`config.mk`:
```
export PLATFORM = sky130hd
export DESIGN_NAME = frame_buf_read_arbiter
export DESIGN_NICKNAME = d
export VERILOG_FILES = /design/src/rtl/frame_buf_pkg.sv /design/src/rtl/rr_priority_pick.sv /design/src/rtl/frame_buf_read_arbiter.sv
export SDC_FILE = /design/constraint.sdc
export NUM_CORES = 1
export LEC_CHECK = 0
export CAP_MARGIN = 20
export CELL_PAD_IN_SITES_DETAIL_PLACEMENT = 1
export CELL_PAD_IN_SITES_GLOBAL_PLACEMENT = 1
export CORE_UTILIZATION = 31
export DETAILED_ROUTE_END_ITERATION = 8
export PLACE_DENSITY_LB_ADDON = 0.1
export SETUP_SLACK_MARGIN = 0.3
export SLEW_MARGIN = 20
export SYNTH_ARGS = -nofsm -noshare
export SYNTH_HDL_FRONTEND = slang
export SYNTH_SLANG_ARGS = --single-unit
export TNS_END_PERCENT = 5
```
`constraint.sdc`:
```
create_clock -name clk -period 4.05 [get_ports clk]
set_input_delay 0.81 -clock clk [delete_from_list [all_inputs] [get_ports clk]]
set_output_delay 0.81 -clock clk [all_outputs]
set_load 0.005 [all_outputs]
```
`src/rtl/frame_buf_pkg.sv`:
```
// Shared frame buffer constants and the read arbiter state encoding.
package frame_buf_pkg;

    localparam int FRAME_AW      = 9;
    localparam int FRAME_DW      = 9;
    localparam int FRAME_EOF_BIT = 8;

    typedef enum logic {
        ARB_S_ARB    = 1'b0,
        ARB_S_LOCKED = 1'b1
    } arb_state_e;

endpackage

```
`src/rtl/rr_priority_pick.sv`:
```
// Combinational round-robin pick: first asserted request at or above ptr, wrapping at N-1.
module rr_priority_pick #(
    parameter int N  = 3,
    parameter int PW = 2
) (
    input  logic [N-1:0]  req,
    input  logic [PW-1:0] ptr,
    output logic [N-1:0]  onehot,
    output logic [PW-1:0] idx,
    output logic          any
);

    int cand;

    always_comb begin
        onehot = '0;
        idx    = '0;
        any    = 1'b0;
        cand   = 0;
        for (int k = 0; k < N; k++) begin
            cand = int'(ptr) + k;
            if (cand >= N) begin
                cand = cand - N;
            end
            for (int j = 0; j < N; j++) begin
                if (!any && (j == cand) && req[j]) begin
                    any       = 1'b1;
                    onehot[j] = 1'b1;
                    idx       = PW'(j);
                end
            end
        end
    end

endmodule

```
`src/rtl/frame_buf_read_arbiter.sv`:
```
// Round-robin arbiter for the frame buffer read port with per-requester lock bursts
// and a lock timeout; read data returns one cycle after the grant.
module frame_buf_read_arbiter
    import frame_buf_pkg::*;
#(
    parameter int NREQ     = 3,
    parameter int AW       = FRAME_AW,
    parameter int DW       = FRAME_DW,
    parameter int MAX_LOCK = 64
) (
    input  logic             clk,
    input  logic             rst,
    input  logic [NREQ-1:0]  req,
    input  logic [NREQ-1:0]  lock,
    input  logic [NREQ*AW-1:0] addr,
    output logic [NREQ-1:0]  gnt,
    output logic [NREQ-1:0]  rd_valid,
    output logic [DW-1:0]    rd_data,
    output logic             ram_en,
    output logic [AW-1:0]    ram_addr,
    input  logic [DW-1:0]    ram_rdata,
    output logic             lock_timeout
);

    localparam int PW = (NREQ > 1) ? $clog2(NREQ) : 1;
    localparam int CW = $clog2(MAX_LOCK + 1);

    arb_state_e      state;
    logic [PW-1:0]   rr_ptr;
    logic [PW-1:0]   owner;
    logic [CW-1:0]   lock_cnt;

    logic [NREQ-1:0] pick_oh;
    logic [PW-1:0]   pick_idx;
    logic            pick_any;
    logic [PW-1:0]   sel_idx;
    logic            req_sel;
    logic            lock_sel;
    logic            lock_pick;
    logic            timeout_hit;
    logic [AW-1:0]   addr_arr [NREQ];

    for (genvar i = 0; i < NREQ; i++) begin : g_addr
        assign addr_arr[i] = addr[i*AW +: AW];
    end

    rr_priority_pick #(
        .N  (NREQ),
        .PW (PW)
    ) u_pick (
        .req    (req),
        .ptr    (rr_ptr),
        .onehot (pick_oh),
        .idx    (pick_idx),
        .any    (pick_any)
    );

    // Explicit wrap so non-power-of-two NREQ never lands on an unused index.
    function automatic logic [PW-1:0] rr_next(input logic [PW-1:0] i);
        return (i == PW'(NREQ - 1)) ? '0 : i + PW'(1);
    endfunction

    assign req_sel     = req[owner];
    assign lock_sel    = lock[owner];
    assign lock_pick   = lock[pick_idx];
    assign timeout_hit = (state == ARB_S_LOCKED) && lock_sel && (lock_cnt == CW'(MAX_LOCK));

    always_comb begin
        gnt     = '0;
        ram_en  = 1'b0;
        sel_idx = pick_idx;
        if (rst) begin
            gnt    = '0;
            ram_en = 1'b0;
        end else if (state == ARB_S_ARB) begin
            if (pick_any) begin
                gnt    = pick_oh;
                ram_en = 1'b1;
            end
        end else begin
            sel_idx = owner;
            if (req_sel && !timeout_hit) begin
                gnt    = NREQ'(1) << owner;
                ram_en = 1'b1;
            end
        end
    end

    assign ram_addr = addr_arr[sel_idx];
    assign rd_data  = ram_rdata;

    always_ff @(posedge clk) begin
        if (rst) begin
            state        <= ARB_S_ARB;
            rr_ptr       <= '0;
            owner        <= '0;
            lock_cnt     <= '0;
            rd_valid     <= '0;
            lock_timeout <= 1'b0;
        end else begin
            rd_valid     <= gnt & {NREQ{ram_en}};
            lock_timeout <= 1'b0;
            case (state)
                ARB_S_ARB: begin
                    if (pick_any) begin
                        if (lock_pick) begin
                            owner    <= pick_idx;
                            lock_cnt <= CW'(1);
                            state    <= ARB_S_LOCKED;
                        end else begin
                            rr_ptr <= rr_next(pick_idx);
                        end
                    end
                end
                ARB_S_LOCKED: begin
                    if (timeout_hit) begin
                        lock_timeout <= 1'b1;
                        lock_cnt     <= '0;
                        rr_ptr       <= rr_next(owner);
                        state        <= ARB_S_ARB;
                    end else if (!lock_sel) begin
                        lock_cnt <= '0;
                        rr_ptr   <= rr_next(owner);
                        state    <= ARB_S_ARB;
                    end else if (lock_cnt != CW'(MAX_LOCK)) begin
                        // Counts held cycles whether or not an access happens.
                        lock_cnt <= lock_cnt + CW'(1);
                    end
                end
                default: state <= ARB_S_ARB;
            endcase
        end
    end

endmodule

```
==> qor.txt <==
WL/cell -> 17.24 um
Pwr Total -> 1.074 mW
Max incr delay on CP -> 0.53 ns
Clock H-tree levels -> 1
Final setup viols -> 0
Area delta synth->final -> 37.57%
Die height -> 70.75 um
Initial core utilization -> 0.3297
Pre-CTS setup slack -> 0.1193 ns
Cell area power density -> 532.9 nW/um2
Slew @ Worst Pin -> 0.7064 ns
Core box area -> 4444 um2
Initial antenna violation count -> 0
Wirelength, routed -> 4.448 mm
CTS tree -> done
Vias -> 1447
Setup ws final -> 0.4065 ns
Synth Warn # -> 0
Final TNS setup -> 0 ns
TritonCTS Sinks -> 16
Placed Area -> 1933 um2
Drt via density -> 5.609
Dominant synthesized flop cell -> dfxtp_1
Worst-path maximum fanout -> 4
Root Buffer -> clkbuf_8
HP Start -> lock_cnt[6]
Worst-path clk slew -> 0.07 ns
CP most frequent cell -> clkdlybuf4s50_1
Die area -> 5006 um2
Failing checks -> DRC
Syn nets -> 213
Post-synth EDFFs -> 0
Number of global-route vias before repair -> 1546
Slowest stage cell, crit path -> clkdlybuf4s50_1
Pin count of the biggest net entering global routing -> 23
GR Overflow Total -> 0
Post-CTS Hold Fix Bufs -> 0
Worst Setup Path Type -> in -> out
Number of I/O port buffers -> 51
Pleak -> 0.7440 nW
Fraction of layout cells with a size suffix above 1 -> 0.1456
Non-Filler Cell Area, Final -> 2016 um2
Commonest non-fill, non-tap cell in the layout -> clkdlybuf4s50_1
HP Class -> reg -> reg
Minimum clock period -> 3.644 ns
CP Data Arrival Time -> 2.83 ns
Status -> finished with violations
Final Net Count -> 255
Worst Path Required -> 3.24 ns
Post-Syn Area per Cell -> 8.880 um2
Beginning of the critical path -> lock[0]
Clk_lat worst skew -> 0.26 ns
Critical R2R Launch -> rr_ptr[0]
Critical path capture point type -> output pin
Post-synthesis register bit count -> 16
Period utilisation layout -> 0.8996
Max clock buf depth -> 2
Commonest cells after routing, fill and taps aside -> clkdlybuf4s50_1, dfxtp_1, nand2_1
Max Fclk -> 0.2745 GHz
Synth async-reset ratio -> 0
Synth Instances -> 165
Die width -> 70.75 um
Post-synth cell types -> 53
Routability cong. -> 0.7883
IR drop worst, VDD -> 211.4 uV
Hold_ws -> 0.5230 ns
RSZ-0062 raised after global routing -> true
Initial DRC Count -> 52
Standard-cell rows -> 24
Rel. slew slack -> 0.5265
First-pass GRT wire length -> 7.472 mm
Crit path cell chain -> clkdlybuf4s50_1 -> mux2i_1 -> mux2_2 -> o211a_1 -> a22oi_2 -> nor2_1 -> clkdlybuf4s50_1
Synth Cell Area -> 1465 um2
Max-cap violations -> 0
Top Ports -> 70
Ant. Diodes -> 0
Critical Path Source Type -> input pin
HPWL after DPL -> 3.528 mm
Sequential area share after synthesis -> 0.2186
CTS buffer count -> 3
Max Slew Vio Count -> 0
GRT Overall Usage -> 0.1856
DRC -> 4
Post-DRT Antenna Nets -> 0
Hold Vio Cnt, Final -> 0
First-pass iteration count of the detailed router -> 6
Final clock skew -> 0.007651 ns
state kept, by name (all words and copies together) (netlist names):
register and count:
owner 2, rr_ptr 2, rd_valid 3, lock_cnt 7, lock_timeout 1, state 1
worst paths after layout:
| kind | end | slack (ns) | depth (start not counted) |
|---|---|---|---|
| worst min register to register | lock_cnt[6] | 0.52 | 1 |
| worst max register to register | lock_cnt[6] | 1.78 | 7 |
| worst max-delay path | gnt[2] | 0.41 | 7 |
| worst min-delay path | lock_cnt[6] | 0.52 | 1 |
metal layers:
layer	part of all wire	wire length (um)	global-route usage	up-vias
met4	0.0099	44	0.03778	0
met1	0.44	1939	0.2160	678
li1	-	-	-	705
met5	0	0	0	-
met2	0.48	2117	0.3291	54
met3	0.078	346	0.06553	10
area by class of cell:
class / count / area, um2
flip-flops and latches: 16 / 320.3
clock buffers: 4 / 55.05
multi-input cells: 123 / 1003
inverters: 9 / 33.78
repair buffers: 54 / 538.0
fillers: 528 / 2429
well taps: 52 / 65.06
cells in the mapped netlist (3+ instances only):
cell type,number,area share
a221oi_2,3,0.031
dfxtp_1,16,0.22
inv_1,9,0.023
nand2b_1,4,0.017
o2bb2ai_1,10,0.060
a21oi_1,6,0.020
o21a_1,5,0.026
nor2_1,10,0.026
mux2i_1,11,0.075
nor3_1,4,0.014
buf_4,11,0.056
nand2_1,13,0.033
o22ai_1,3,0.013
nand3_1,4,0.014
a32oi_1,3,0.018
ha_1,4,0.034
where the power goes:
part           total [mW]  switching [mW]  internal, mW
logic               0.699           0.354         0.345
registers           0.229          0.0406         0.188
clock network       0.147          0.0603        0.0864
logic make-up after synthesis:
logic type / after synthesis / share of synthesized area
compound gates: 54 / 0.3296
simple gates: 49 / 0.1734
flops: 16 / 0.2186
mux: 16 / 0.1324
fa+ha+maj: 4 / 0.03416
buf+inv: 26 / 0.1119
what timing repair did:
item | CTS | global route
resized for setup | 6 | 5
pin swaps | 0 | 1
endpoints found under the setup margin | 10 | 3
setup buffers | 0 | 0
through the flow:
step           cells    util
2_1_floorplan    165       -
3_3_place_gp     254  0.4350
3_5_place_dp     254  0.4350
4_1_cts          258  0.4479
5_1_grt          258  0.4535
6_report         258  0.4535
worst max-delay path: cells and delay by family:
kind                   cells  cell delay (ns)
buffers and inverters      2             0.99
AND/OR/NAND/NOR            1             0.07
multiplexers               2             0.43
AO/OA/AOI/OAI              2             0.54
(Power assumes the default switching activity.)
